`src/rtl/vga_timing_gen.sv`:
```
// vga_timing_gen: raster timing source with registered, zero-skew counters and sync/blank flags
module vga_timing_gen #(
    parameter int   H_VISIBLE = 800,
    parameter int   H_FRONT   = 40,
    parameter int   H_SYNC    = 128,
    parameter int   H_BACK    = 88,
    parameter int   V_VISIBLE = 600,
    parameter int   V_FRONT   = 1,
    parameter int   V_SYNC    = 4,
    parameter int   V_BACK    = 23,
    parameter logic HSYNC_POL = 1'b1,
    parameter logic VSYNC_POL = 1'b1
) (
    input  logic        clk,
    input  logic        rst,
    input  logic        en,
    output logic [10:0] hcount,
    output logic [9:0]  vcount,
    output logic        hblnk,
    output logic        vblnk,
    output logic        hsync,
    output logic        vsync,
    output logic        frame_start
);
    localparam logic [10:0] H_LAST = 11'(H_VISIBLE + H_FRONT + H_SYNC + H_BACK - 1);
    localparam logic [10:0] H_BLNK = 11'(H_VISIBLE);
    localparam logic [10:0] H_SS   = 11'(H_VISIBLE + H_FRONT);
    localparam logic [10:0] H_SE   = 11'(H_VISIBLE + H_FRONT + H_SYNC);
    localparam logic [9:0]  V_LAST = 10'(V_VISIBLE + V_FRONT + V_SYNC + V_BACK - 1);
    localparam logic [9:0]  V_BLNK = 10'(V_VISIBLE);
    localparam logic [9:0]  V_SS   = 10'(V_VISIBLE + V_FRONT);
    localparam logic [9:0]  V_SE   = 10'(V_VISIBLE + V_FRONT + V_SYNC);

    logic [10:0] hcount_q, hcount_d;
    logic [9:0]  vcount_q, vcount_d;
    logic        hblnk_q, hblnk_d, vblnk_q, vblnk_d;
    logic        hsync_q, hsync_d, vsync_q, vsync_d;
    logic        frame_start_q, frame_start_d;
    logic        h_last, v_last;

    always_comb begin
        h_last        = hcount_q == H_LAST;
        v_last        = vcount_q == V_LAST;
        hcount_d      = !en ? hcount_q : h_last ? '0 : hcount_q + 11'd1;
        vcount_d      = !(en && h_last) ? vcount_q : v_last ? '0 : vcount_q + 10'd1;
        hblnk_d       = hcount_d >= H_BLNK;
        vblnk_d       = vcount_d >= V_BLNK;
        hsync_d       = (hcount_d >= H_SS && hcount_d < H_SE) ? HSYNC_POL : ~HSYNC_POL;
        vsync_d       = (vcount_d >= V_SS && vcount_d < V_SE) ? VSYNC_POL : ~VSYNC_POL;
        frame_start_d = en && h_last && v_last;
    end

    always_ff @(posedge clk) begin
        if (rst) begin
            hcount_q      <= '0;
            vcount_q      <= '0;
            hblnk_q       <= 1'b0;
            vblnk_q       <= 1'b0;
            hsync_q       <= ~HSYNC_POL;
            vsync_q       <= ~VSYNC_POL;
            frame_start_q <= 1'b0;
        end else begin
            hcount_q      <= hcount_d;
            vcount_q      <= vcount_d;
            hblnk_q       <= hblnk_d;
            vblnk_q       <= vblnk_d;
            hsync_q       <= hsync_d;
            vsync_q       <= vsync_d;
            frame_start_q <= frame_start_d;
        end
    end

    assign hcount      = hcount_q;
    assign vcount      = vcount_q;
    assign hblnk       = hblnk_q;
    assign vblnk       = vblnk_q;
    assign hsync       = hsync_q;
    assign vsync       = vsync_q;
    assign frame_start = frame_start_q;
endmodule

```
`config.mk`:
```
export PLATFORM = sky130hd
export DESIGN_NAME = vga_timing_gen
export DESIGN_NICKNAME = d
export VERILOG_FILES = /design/src/rtl/vga_timing_gen.sv
export SDC_FILE = /design/constraint.sdc
export NUM_CORES = 1
export LEC_CHECK = 0
export CAP_MARGIN = 15
export CORE_MARGIN = 2
export CORE_UTILIZATION = 41
export DETAILED_ROUTE_END_ITERATION = 8
export PLACE_DENSITY = 0.63
export SYNTH_ARGS = -nofsm -noshare
export SYNTH_HDL_FRONTEND = slang
export SYNTH_SLANG_ARGS = --single-unit
```
`constraint.sdc`:
```
create_clock -name clk -period 2.78 [get_ports clk]
set_input_delay 0.556 -clock clk [delete_from_list [all_inputs] [get_ports clk]]
set_output_delay 0.556 -clock clk [all_outputs]
set_load 0.005 [all_outputs]
```
== Yosys cells after proc, flatten, opt, wreduce, memory -nomap -nowiden ==
Cells that the tools add are included.

* Add/sub/neg operators: 2
* Magnitude comparators: 6
* Equal/unequal tests: 2
* Mux-type cells: 6
* Reduce and logical (&&, ||, !) cells: 4

{| class="wikitable"
|+ Operators with widths
! kind !! count
|-
| $ge 11x10->1 const B || 2
|-
| $mux 11 || 2
|-
| $ge 10x10->1 const B || 2
|-
| $mux 10 || 2
|-
| $add 11x1->11 const B || 1
|-
| $eq 11x11->1 const B || 1
|-
| $lt 11x10->1 const B || 1
|-
| $add 10x1->10 const B || 1
|-
| $eq 10x10->1 const B || 1
|-
| $lt 10x10->1 const B || 1
|-
| $logic_and 1x1->1 || 4
|-
| $mux 1 || 2
|}

* Bits in registers: 26
* Output and inout port bits: 26
* Word-level logic and storage cells: 27

== Logic depth before layout (Yosys ltp) ==
Gate-level depths: netlist of run 1.

* Depth in word-level cells: 6
* Mapped depth: 8
* Mapped depth without buffers: 6

== Least setup slack after synthesis of run 1 ==
OpenSTA, ideal clock, no wires.

* Path kind: input to register
* From: in en
* To: reg vsync_q, in the netlist vsync
* Data arrival time: 2.188 ns
* Slack: 0.489 ns
* Cell stages on the path: 7
* Cell sequence: buf_2 > nand3_1 > clkbuf_1 > nor4_4 > o21ai_1 > a221o_1 > a2111oi_2

* Longest elaborated chain between the ends: 5
* Elaborated cells between the ends (all ways): 6
* Classes of those cells: order compare (2); mux (2); reduce/logical (2)

{| class="wikitable"
|+ RTL lines
! element !! line !! RTL
|-
| start, declared || 16 || <nowiki>input logic en,</nowiki>
|-
| $logic_and 1x1->1 (*) || 45 || <nowiki>vcount_d = !(en && h_last) ? vcount_q : v_last ? '0 : vcount_q + 10'd1;</nowiki>
|-
| $mux 10 (*) || 45 ||
|-
| $ge 10x10->1 / $lt 10x10->1 (equally long branches) || 49 || <nowiki>vsync_d = (vcount_d >= V_SS && vcount_d < V_SE) ? VSYNC_POL : ~VSYNC_POL;</nowiki>
|-
| $logic_and 1x1->1 (*) || 49 ||
|-
| $mux 1 (*) || 49 ||
|-
| end signal, assigned || 60 || <nowiki>vsync_q <= ~VSYNC_POL;</nowiki>
|-
| end signal, assigned || 68 || <nowiki>vsync_q <= vsync_d;</nowiki>
|-
| end, declared || 37 || <nowiki>logic hsync_q, hsync_d, vsync_q, vsync_d;</nowiki>
|}

Mark *: on every way between the ends. The rest lies on a longest branch, timed or not.
A chain may end at the register's enable or synchronous reset.

== Worst setup path in the final report of run 1 ==
* From: in en
* To: reg vblnk_q, in the netlist vblnk

* Longest elaborated chain between the ends: 3

{| class="wikitable"
|+ RTL lines
! element !! line !! RTL
|-
| $logic_and 1x1->1 || 45 ||
|-
| $mux 10 || 45 ||
|-
| $ge 10x10->1 || 47 || <nowiki>vblnk_d = vcount_d >= V_BLNK;</nowiki>
|-
| end signal, assigned || 66 || <nowiki>vblnk_q <= vblnk_d;</nowiki>
|-
| end, declared || 36 || <nowiki>logic hblnk_q, hblnk_d, vblnk_q, vblnk_d;</nowiki>
|}

No other way between the ends.

==> flow_summary.ini, run 1 <==
[status]
outcome = finished clean

[global_route]
grt_max_degree = 15
gr-usage-met2_pct = 35.20
gr-usage-met3_pct = 2.740
grt.busiest_layer = met2
grt_first_pass_wirelength_um = 6534
globalRoute.totalOverflow = 0
antenna_found_initial = 0
grt.total_usage_pct = 19.44
met1_usage_pct = 23.03
grt_pass1_vias = 1426

[routing]
ant_nets = 0
drt_first_pass_iters = 4
wl_um = 3773
drc = 0
viasPerCell = 5.697
wl_per_cell_um = 14.29
drt_iter0_markers = 80
vias = 1504

[logic_synthesis]
synth_area_sq_um = 1540
yosysWarnings = 0
synthFlopType = dfxtp_1
async_reset_ff_share_pct = 0
synthDistinctLibCells = 52
syn-num-nets = 194
synth_seq_area_share_pct = 33.79
syn_inst = 189
ys_ff_latch = 26
avgSynthCellArea_sq_um = 8.149
synth-edff-count = 0

[floorplanning]
die_area_sq_um = 4263
rows = 22
ios = 29
die_h_um = 65.29
core-area_sq_um = 3633
die_width_um = 65.29
initial_utilization_pct = 42.39

[place]
port_buffers = 28
dp_hpwl_um = 2851
placed_cell_area_sq_um = 1881
preCtsSetupSlack_ns = 0.09438
gp_congestion = 0.8594

[clock_tree]
cts_resized = 0
clk_pin_slew_ns = 0.09
numClockSinks = 26
post_cts_buffers = 0
hold_buffers = 0
worst_skew_pair.late_latency_ns = 0.26
cts_made_buffers = 3
clockBufferDepth = 2
htree_levels = 1
cts_tree = yes
cts-root-buf = clkbuf_8

[finish]
multi_input_comb_area_sq_um = 933.4
seq_area_sq_um = 520.5
layout.nets = 223
fin_util_pct = 52.89
final_cell_mix = clkdlybuf4s50_1, dfxtp_1, nor2_1, nor3_1, nand2_1
final_area_sq_um = 1922
final_common_cell = clkdlybuf4s50_1
drive_gt1_share_pct = 10.65
fillCellCount = 354
diodes = 0
syn2layout_area_growth_pct = 24.78

[worst_setup_path]
crit_required_ns = 2.96
r2r_cells = 6
path_cells = clkdlybuf4s50_1 > nand3_1 > or4_4 > o31ai_1 > a211oi_1 > a221oi_2
crit_path_max_fanout = 9
cp.arrival_ns = 2.61
critPathTopFamily = compound AO/OA/AOI/OAI gates
critPathKind = in2reg
slowest_delay_ns = 0.62
end_kind = flip-flop
startpoint_type = primary input
r2r_end = vblnk$_SDFF_PP0_
startpoint = en
crit_slowest_cell = or4_4
r2r_slack_ns = 0.38
r2r_start = hcount[0]$_SDFF_PP0_
cp.buffers_inverters = 1

[sta]
max_slew_margin_pct = 68.12
timing.fmax_mhz = 411.9
hold_viol_final = 0
fin_skew_ns = 0.004614
slew_violations = 0
tightest_slew_ns = 0.4739
fin_crit_sh_pct = 87.33
fin_ws_ns = 0.3523
setup_viol = 0
rsz0062_at_grt = false
finalCriticalPeriod_ns = 2.428
setup_tns_ns = 0

[power]
switchingPower_mw = 0.1298
intPower_mw = 0.4871
seqPwrFrac_pct = 61.6
switching_share_pct = 21.04
pwr-share-comb_pct = 4.6
cellLeakagePower_nw = 0.6431
peakVddDrop_uv = 185.4
p_per_area_nw_per_um2 = 321.0
clkPwrFrac_pct = 33.9

[flow_run]
cap_violations = 0

[min_path]
hold_path_depth = 2
hold_class = reg2reg
holdPathEnd = vcount[3]$_SDFF_PP0_
hold_start = vcount[3]$_SDFF_PP0_
-- registers in the layout, summed over array words and instances (netlist names) --
register	flops
hblnk	1
frame_start	1
vsync	1
hsync	1
vblnk	1
hcount	11
vcount	10
-- power groups by stage --
stage | clock [mW] | combinational, mW | sequential [mW]
2_1_floorplan | 0 | 0.0141 | 0.388
3_3_place_gp | 0 | 0.0272 | 0.388
3_5_place_dp | 0 | 0.0285 | 0.388
4_1_cts | 0.217 | 0.0286 | 0.380
5_1_grt | 0.231 | 0.0309 | 0.381
6_report | 0.209 | 0.0282 | 0.380
-- Yosys cell counts (4+ instances only) --
library cell | number | area share (%)
xor2_1 | 8 | 4.5
xnor2_1 | 5 | 2.8
nand2_1 | 13 | 3.2
o21ai_0 | 5 | 1.6
a211o_1 | 4 | 2.3
nor2_1 | 22 | 5.4
clkbuf_1 | 8 | 1.9
nor3_1 | 16 | 5.2
nand4_1 | 6 | 2.4
dfxtp_1 | 26 | 34
nand3_1 | 7 | 2.3
a21oi_1 | 12 | 3.9
-- worst max path at each step --
stage | to | slack [ns] | cells after the start
3_5_place_dp | vblnk$_SDFF_PP0_ | 0.09 | 6
5_1_grt | vsync$_SDFF_PP0_ | 0.17 | 8
6_report | vblnk$_SDFF_PP0_ | 0.35 | 6
4_1_cts | vblnk$_SDFF_PP0_ | 0.37 | 6
3_3_place_gp | vsync$_SDFF_PP0_ | 0.12 | 8
2_1_floorplan | vsync$_SDFF_PP0_ | 0.49 | 7
-- metrics by stage --
stage / std cells / hold WS, ns / power, mW
after floorplan: 189 / 0.5377 / 0.4018
after global placement: 261 / 0.5481 / 0.4152
after detailed placement: 261 / 0.5674 / 0.4170
after CTS: 264 / 0.5854 / 0.6249
after global routing: 264 / 0.6213 / 0.6423
final: 264 / 0.5798 / 0.6169
-- kinds of logic (layout without fill, tap and decap cells) --
group | Yosys count | in the layout | synth area share [%]
flip-flops | 26 | 26 | 33.79
AO/OA/AOI/OAI | 42 | 42 | 19.66
buffers and inverters | 17 | 44 | 5.605
AND/OR/NAND/NOR | 86 | 86 | 29.90
XOR/XNOR | 13 | 13 | 7.392
adder cells (fa/ha/maj) | 2 | 2 | 1.624
multiplexers | 3 | 3 | 2.031
-- per-layer routing --
| layer | vias to the layer above | routed length, um |
|---|---|---|
| met1 | 702 | 1649 |
| li1 | 750 | - |
| met2 | 44 | 1890 |
| met5 | - | 0 |
| met3 | 8 | 155 |
| met4 | 0 | 77 |
-- tightest hold or removal path, cell delays in order (launching register included) --
cell,delay (ns)
dfxtp_1,0.38
o21ai_0,0.10
a21oi_1,0.06
-- cell type report --
class,instances,share of cell area [%]
Multi-Input combinational cell,146,48.57
Inverter,3,0.5859
Timing Repair Buffer,38,18.49
Sequential cell,26,27.08
Tap cell,48,3.125
Clock buffer,3,2.148
No activity file was read; power rests on OpenSTA's default activity.
==> inputs of run 2 (changes only) <==
--- a/config.mk
+++ b/config.mk
@@ -10,6 +10,7 @@
 export CORE_UTILIZATION = 41
 export DETAILED_ROUTE_END_ITERATION = 8
 export PLACE_DENSITY = 0.63
+export SLEW_MARGIN = 20
 export SYNTH_ARGS = -nofsm -noshare
 export SYNTH_HDL_FRONTEND = slang
 export SYNTH_SLANG_ARGS = --single-unit
==> results of run 2 <==
No change in the layout: final DEF, timing and power equal those of run 1.
==> inputs of run 3 (changes only) <==
--- a/config.mk
+++ b/config.mk
@@ -10,7 +10,7 @@
 export CORE_UTILIZATION = 41
 export DETAILED_ROUTE_END_ITERATION = 8
 export PLACE_DENSITY = 0.63
-export SLEW_MARGIN = 20
+export SKIP_LAST_GASP = 1
 export SYNTH_ARGS = -nofsm -noshare
 export SYNTH_HDL_FRONTEND = slang
 export SYNTH_SLANG_ARGS = --single-unit
==> results of run 3 <==
No change in the layout: final DEF, timing and power equal those of run 1.
